`config.mk`:
```
export PLATFORM = sky130hd
export DESIGN_NAME = alu_wb_unit
export DESIGN_NICKNAME = d
export VERILOG_FILES = /design/src/rtl/alu_pkg.sv /design/src/rtl/div16_restoring.sv /design/src/rtl/alu_wb_unit.sv
export SDC_FILE = /design/constraint.sdc
export NUM_CORES = 1
export LEC_CHECK = 0
export CAP_MARGIN = 20
export CORE_AREA = 2 2 255 282
export CTS_CLUSTER_DIAMETER = 40
export DETAILED_ROUTE_END_ITERATION = 10
export DIE_AREA = 0 0 257 284
export PLACE_DENSITY = 0.79
export SYNTH_ARGS = -nofsm -noshare
export SYNTH_HDL_FRONTEND = slang
export SYNTH_HIERARCHICAL = 1
export SYNTH_SLANG_ARGS = --single-unit
```
`constraint.sdc`:
```
create_clock -name clk -period 122.4 [get_ports clk]
set_input_delay 24.48 -clock clk [delete_from_list [all_inputs] [get_ports clk]]
set_output_delay 24.48 -clock clk [all_outputs]
set_load 0.01 [all_outputs]
```
`src/rtl/alu_pkg.sv`:
```
// Shared types and sizes for the 16-bit execute/writeback stage.
package alu_pkg;
  localparam int DATA_W = 16;
  localparam int NREG   = 16;

  typedef enum logic [1:0] {OP_ADD, OP_SUB, OP_MUL, OP_DIV} alu_op_e;
endpackage

```
`src/rtl/div16_restoring.sv`:
```
// Combinational 16-stage unsigned restoring divider; divide by zero yields q=all ones, r=dividend.
module div16_restoring
  import alu_pkg::*;
(
  input  logic [DATA_W-1:0] dividend,
  input  logic [DATA_W-1:0] divisor,
  output logic [DATA_W-1:0] q,
  output logic [DATA_W-1:0] r
);

  logic [DATA_W:0] part;

  always_comb begin
    part = '0;
    q    = '0;
    r    = '0;
    // part stays below the divisor after each stage, so 17 bits hold the shifted value
    for (int i = DATA_W - 1; i >= 0; i--) begin
      part = {part[DATA_W-1:0], dividend[i]};
      if (part >= {1'b0, divisor}) begin
        part = part - {1'b0, divisor};
        q[i] = 1'b1;
      end
    end
    r = part[DATA_W-1:0];
    if (divisor == '0) begin
      q = '1;
      r = dividend;
    end
  end

endmodule

```
`src/rtl/alu_wb_unit.sv`:
```
// Single-cycle add/sub/mul/div execute stage writing into a 16-entry register file with per-op flags.
module alu_wb_unit
  import alu_pkg::*;
(
  input  logic                     clk,
  input  logic                     rst,
  input  logic                     valid_in,
  input  logic [1:0]               f0,
  input  logic [3:0]               opcode_rd,
  input  logic [DATA_W-1:0]        rs1,
  input  logic [DATA_W-1:0]        rs2,
  input  logic                     cin,
  input  logic                     bin,
  output logic [NREG*DATA_W-1:0]   out_wb,
  output logic                     cout,
  output logic                     borrow,
  output logic                     ovf,
  output logic                     div_zero,
  output logic [DATA_W-1:0]        rem
);

  logic [DATA_W-1:0]   regs [NREG];
  logic [DATA_W:0]     add_full;
  logic [DATA_W:0]     sub_full;
  logic [2*DATA_W-1:0] mul_full;
  logic [DATA_W-1:0]   div_q;
  logic [DATA_W-1:0]   div_r;
  logic [DATA_W-1:0]   result;
  alu_op_e             op;

  assign op       = alu_op_e'(f0);
  assign add_full = {1'b0, rs1} + {1'b0, rs2} + {{DATA_W{1'b0}}, cin};
  // a negative 17-bit difference sets the top bit, which is exactly rs1 < rs2 + bin
  assign sub_full = {1'b0, rs1} - {1'b0, rs2} - {{DATA_W{1'b0}}, bin};
  assign mul_full = rs1 * rs2;

  div16_restoring u_div (
    .dividend (rs1),
    .divisor  (rs2),
    .q        (div_q),
    .r        (div_r)
  );

  always_comb begin
    result = '0;
    unique case (op)
      OP_ADD: result = add_full[DATA_W-1:0];
      OP_SUB: result = sub_full[DATA_W-1:0];
      OP_MUL: result = mul_full[DATA_W-1:0];
      OP_DIV: result = div_q;
    endcase
  end

  always_ff @(posedge clk) begin
    if (rst) begin
      for (int k = 0; k < NREG; k++) regs[k] <= '0;
      cout     <= 1'b0;
      borrow   <= 1'b0;
      ovf      <= 1'b0;
      div_zero <= 1'b0;
      rem      <= '0;
    end else if (valid_in) begin
      regs[opcode_rd] <= result;
      unique case (op)
        OP_ADD: cout   <= add_full[DATA_W];
        OP_SUB: borrow <= sub_full[DATA_W];
        OP_MUL: ovf    <= |mul_full[2*DATA_W-1:DATA_W];
        OP_DIV: begin
          div_zero <= (rs2 == '0);
          rem      <= div_r;
        end
      endcase
    end
  end

  for (genvar g = 0; g < NREG; g++) begin : g_flat
    assign out_wb[g*DATA_W +: DATA_W] = regs[g];
  end

endmodule

```
==> results.sh <==
export IMPL_grt_use_total=0.3012
export IMPL_crit_top_cell="o21ai_0"
export IMPL_grt_max_degree=66
export IMPL_ant_nets=0
export IMPL_cp_startpoint="rs2[9]"
export IMPL_leakagePower_nw=17.78
export IMPL_yosys_warnings=6
export IMPL_synth_area_sq_mm=0.03486
export IMPL_worstPathArrival_ns=79.45
export IMPL_worstHoldEndpoint="rem[9]$_SDFFE_PP0P_"
export IMPL_dieArea_sq_mm=0.07299
export IMPL_root_buffer="clkbuf_16"
export IMPL_fmax_ghz=0.01266
export IMPL_numCtsBuffers=28
export IMPL_path_clk_slew_ns=0.06
export IMPL_grt_pass1_wl_mm=173.5
export IMPL_coreArea_sq_mm=0.07006
export IMPL_route_vias_total=31550
export IMPL_cts_tree="yes"
export IMPL_die_x_um=257
export IMPL_critical_path_max_stage_delay_ns=0.92
export IMPL_area_growth_pct=15.37
export IMPL_routabilityCongestion=0.9618
export IMPL_cts_hold_buffers_added=0
export IMPL_fin_crit_sh=0.6456
export IMPL_critical_path_startpoint_type="input pin"
export IMPL_worst_path_max_delay_cell="clkdlybuf4s50_1"
export IMPL_synth_nets=4639
export IMPL_hold_violations=0
export IMPL_antenna_cells=0
export IMPL_wirelength_mm=112.8
export IMPL_row_count=102
export IMPL_min_path_cells=2
export IMPL_drt_vias_per_instance=6.039
export IMPL_async_reset_ff_frac=0
export IMPL_io_buffers=318
export IMPL_cap_violations=0
export IMPL_layout_commonest_cell="nor2_1"
export IMPL_syn_inst=3992
export IMPL_synth_edf_count=256
export IMPL_clkLatencyLatePin_ns=0.59
export IMPL_drive_above_1_share=0.06810
export IMPL_ir_drop_mv=0.03268
export IMPL_antenna_found_initial=4
export IMPL_hold_path_class="flip-flop to flip-flop"
export IMPL_pre_cts_ws_ns=44.04
export IMPL_first_pass_iters=6
export IMPL_r2r_cells=2
export IMPL_crit_fanout=25
export IMPL_finalSetupViolations=0
export IMPL_tns_ns=0
export IMPL_cp_top_family="compound AO/OA/AOI/OAI gates"
export IMPL_path_buf_inv=20
export IMPL_grt_pass1_vias=30590
export IMPL_status="completed"
export IMPL_drv_slew=0
export IMPL_worstPathRequired_ns=122.83
export IMPL_critical_path_class="input pin to flip-flop"
export IMPL_start_util=0.4975
export IMPL_drc_errors=0
export IMPL_worst_setup_path_end_kind="flip-flop"
export IMPL_rsz0062_at_grt="no"
export IMPL_htreeDepth=1
export IMPL_post_cts_buffers=0
export IMPL_clk_path_buf_depth=3
export IMPL_finalWorstSetupSlack_ns=43.38
export IMPL_io_pins=319
export IMPL_r2r_start="rem[1]$_SDFFE_PP0P_"
export IMPL_synth_main_ff_cell="edfxtp_1"
export IMPL_cts_sinks=276
export IMPL_r2r_end="rem[1]$_SDFFE_PP0P_"
export IMPL_dpl_hpwl_mm=84.55
export IMPL_syn_area_per_cell_sq_um=8.732
export IMPL_yosysUniqueCellTypes=110
export IMPL_fin_skew_ns=0
export IMPL_chipHeight_um=284
export IMPL_power_density_mw_per_mm2=25.42
export IMPL_fin_nets=4913
export IMPL_hold_start="rem[9]$_SDFFE_PP0P_"
export IMPL_relSlewSlack=0.2269
export IMPL_cts_resized_gates=0
export IMPL_yosys_register_bits=276
export IMPL_seq_area_frac_synth=0.2320
export IMPL_fin_crit_ns=79.02
export IMPL_drt_wirelength_per_cell_um=21.59
export IMPL_holdWs_ns=0.4610
export IMPL_worst_pin_slew_ns=1.160
export IMPL_drt_iter0_markers=2824
export IMPL_grt_overflow=0
export IMPL_r2r_slack_ns=121.56
export IMPL_layout_common_cells="nor2_1, inv_1, nand2_1"
## layer usage
metal  up-vias  GRT usage  share of wire
met5         -          0        0.00035
met4         6     0.1522          0.060
met3       393    0.04805          0.091
met2      1660     0.5105           0.47
met1     15030     0.3705           0.38
li1      14460          -              -
## worst reg2reg max path, delay by kind of cell (launching register included)
kind	cells	cell delay (ns)
DFF	1	0.48
AOI/OAI and AO/OA	1	0.19
and+or+nand+nor	1	0.09
## cell type report
type / instances / area, sq um
tap: 936 / 1171
clock inverter: 22 / 325.3
timing repair buffer: 386 / 3704
fill: 6042 / 29850
multi-input combinational: 3151 / 24630
sequential: 276 / 8088
clock buffer: 30 / 708.2
inverter: 423 / 1588
## worst max path at each step
stage,endpoint,cells after the start
detailed placement,rem[2]$_SDFFE_PP0P_,241
CTS,rem[2]$_SDFFE_PP0P_,245
global route,rem[2]$_SDFFE_PP0P_,245
global placement,rem[2]$_SDFFE_PP0P_,244
finish,rem[2]$_SDFFE_PP0P_,241
floorplan,rem[14]$_SDFFE_PP0P_,262
## per-stage QoR
step                        util  total power [mW]  cells  area [sq um]
after floorplan                -            0.7140   3992         34860
after global placement    0.5587            0.8934   5170         39140
after detailed placement  0.5589            0.9048   5171         39160
after CTS                 0.5736             1.004   5223         40190
after global routing      0.5740             1.101   5224         40220
final                     0.5740             1.022   5224         40220
## state kept, by name (all words and copies together), names as in the netlist
register	count
cout	1
borrow	1
ovf	1
regs	256
div_zero	1
rem	16
## kinds of logic (layout without fill, tap and decap cells)
logic type / after synthesis / in the layout / share of synthesized area
AO/OA/AOI/OAI: 841 / 841 / 0.1632
XOR/XNOR: 195 / 195 / 0.04921
adder cells (fa/ha/maj): 604 / 604 / 0.2627
buffers and inverters: 565 / 861 / 0.06303
flip-flops: 276 / 276 / 0.2320
multiplexers: 154 / 154 / 0.04889
AND/OR/NAND/NOR: 1357 / 1357 / 0.1810
## cell usage after synthesis (16+ instances only)
master / instances / share of area
and2_1: 108 / 0.019
nor3_1: 68 / 0.0098
xnor2_1: 134 / 0.034
clkbuf_1: 101 / 0.011
fa_1: 213 / 0.12
o211ai_1: 18 / 0.0039
xor2_1: 60 / 0.015
a21boi_0: 30 / 0.0065
o21a_1: 36 / 0.0078
a221o_1: 18 / 0.0052
mux2i_1: 43 / 0.012
a21oi_1: 206 / 0.030
ha_1: 391 / 0.14
mux2_2: 104 / 0.034
nand2b_1: 59 / 0.011
nand3_1: 29 / 0.0042
edfxtp_1: 256 / 0.22
o21ai_0: 190 / 0.027
nor2b_1: 58 / 0.010
and3_1: 21 / 0.0038
or3_1: 16 / 0.0029
a31oi_1: 23 / 0.0041
a211oi_1: 27 / 0.0058
dfxtp_1: 20 / 0.011
o31ai_1: 21 / 0.0045
buf_2: 28 / 0.0040
nand4_1: 59 / 0.011
nand2_1: 400 / 0.043
inv_1: 419 / 0.045
a21o_1: 91 / 0.020
nor4_1: 18 / 0.0032
nor2_1: 476 / 0.051
## power breakdown
group | total, mW | switching (mW) | internal [mW]
registers | 0.113 | 0.00316 | 0.110
logic | 0.815 | 0.481 | 0.335
clock network | 0.0944 | 0.0403 | 0.0541
Power figures use the tool's default switching activity.
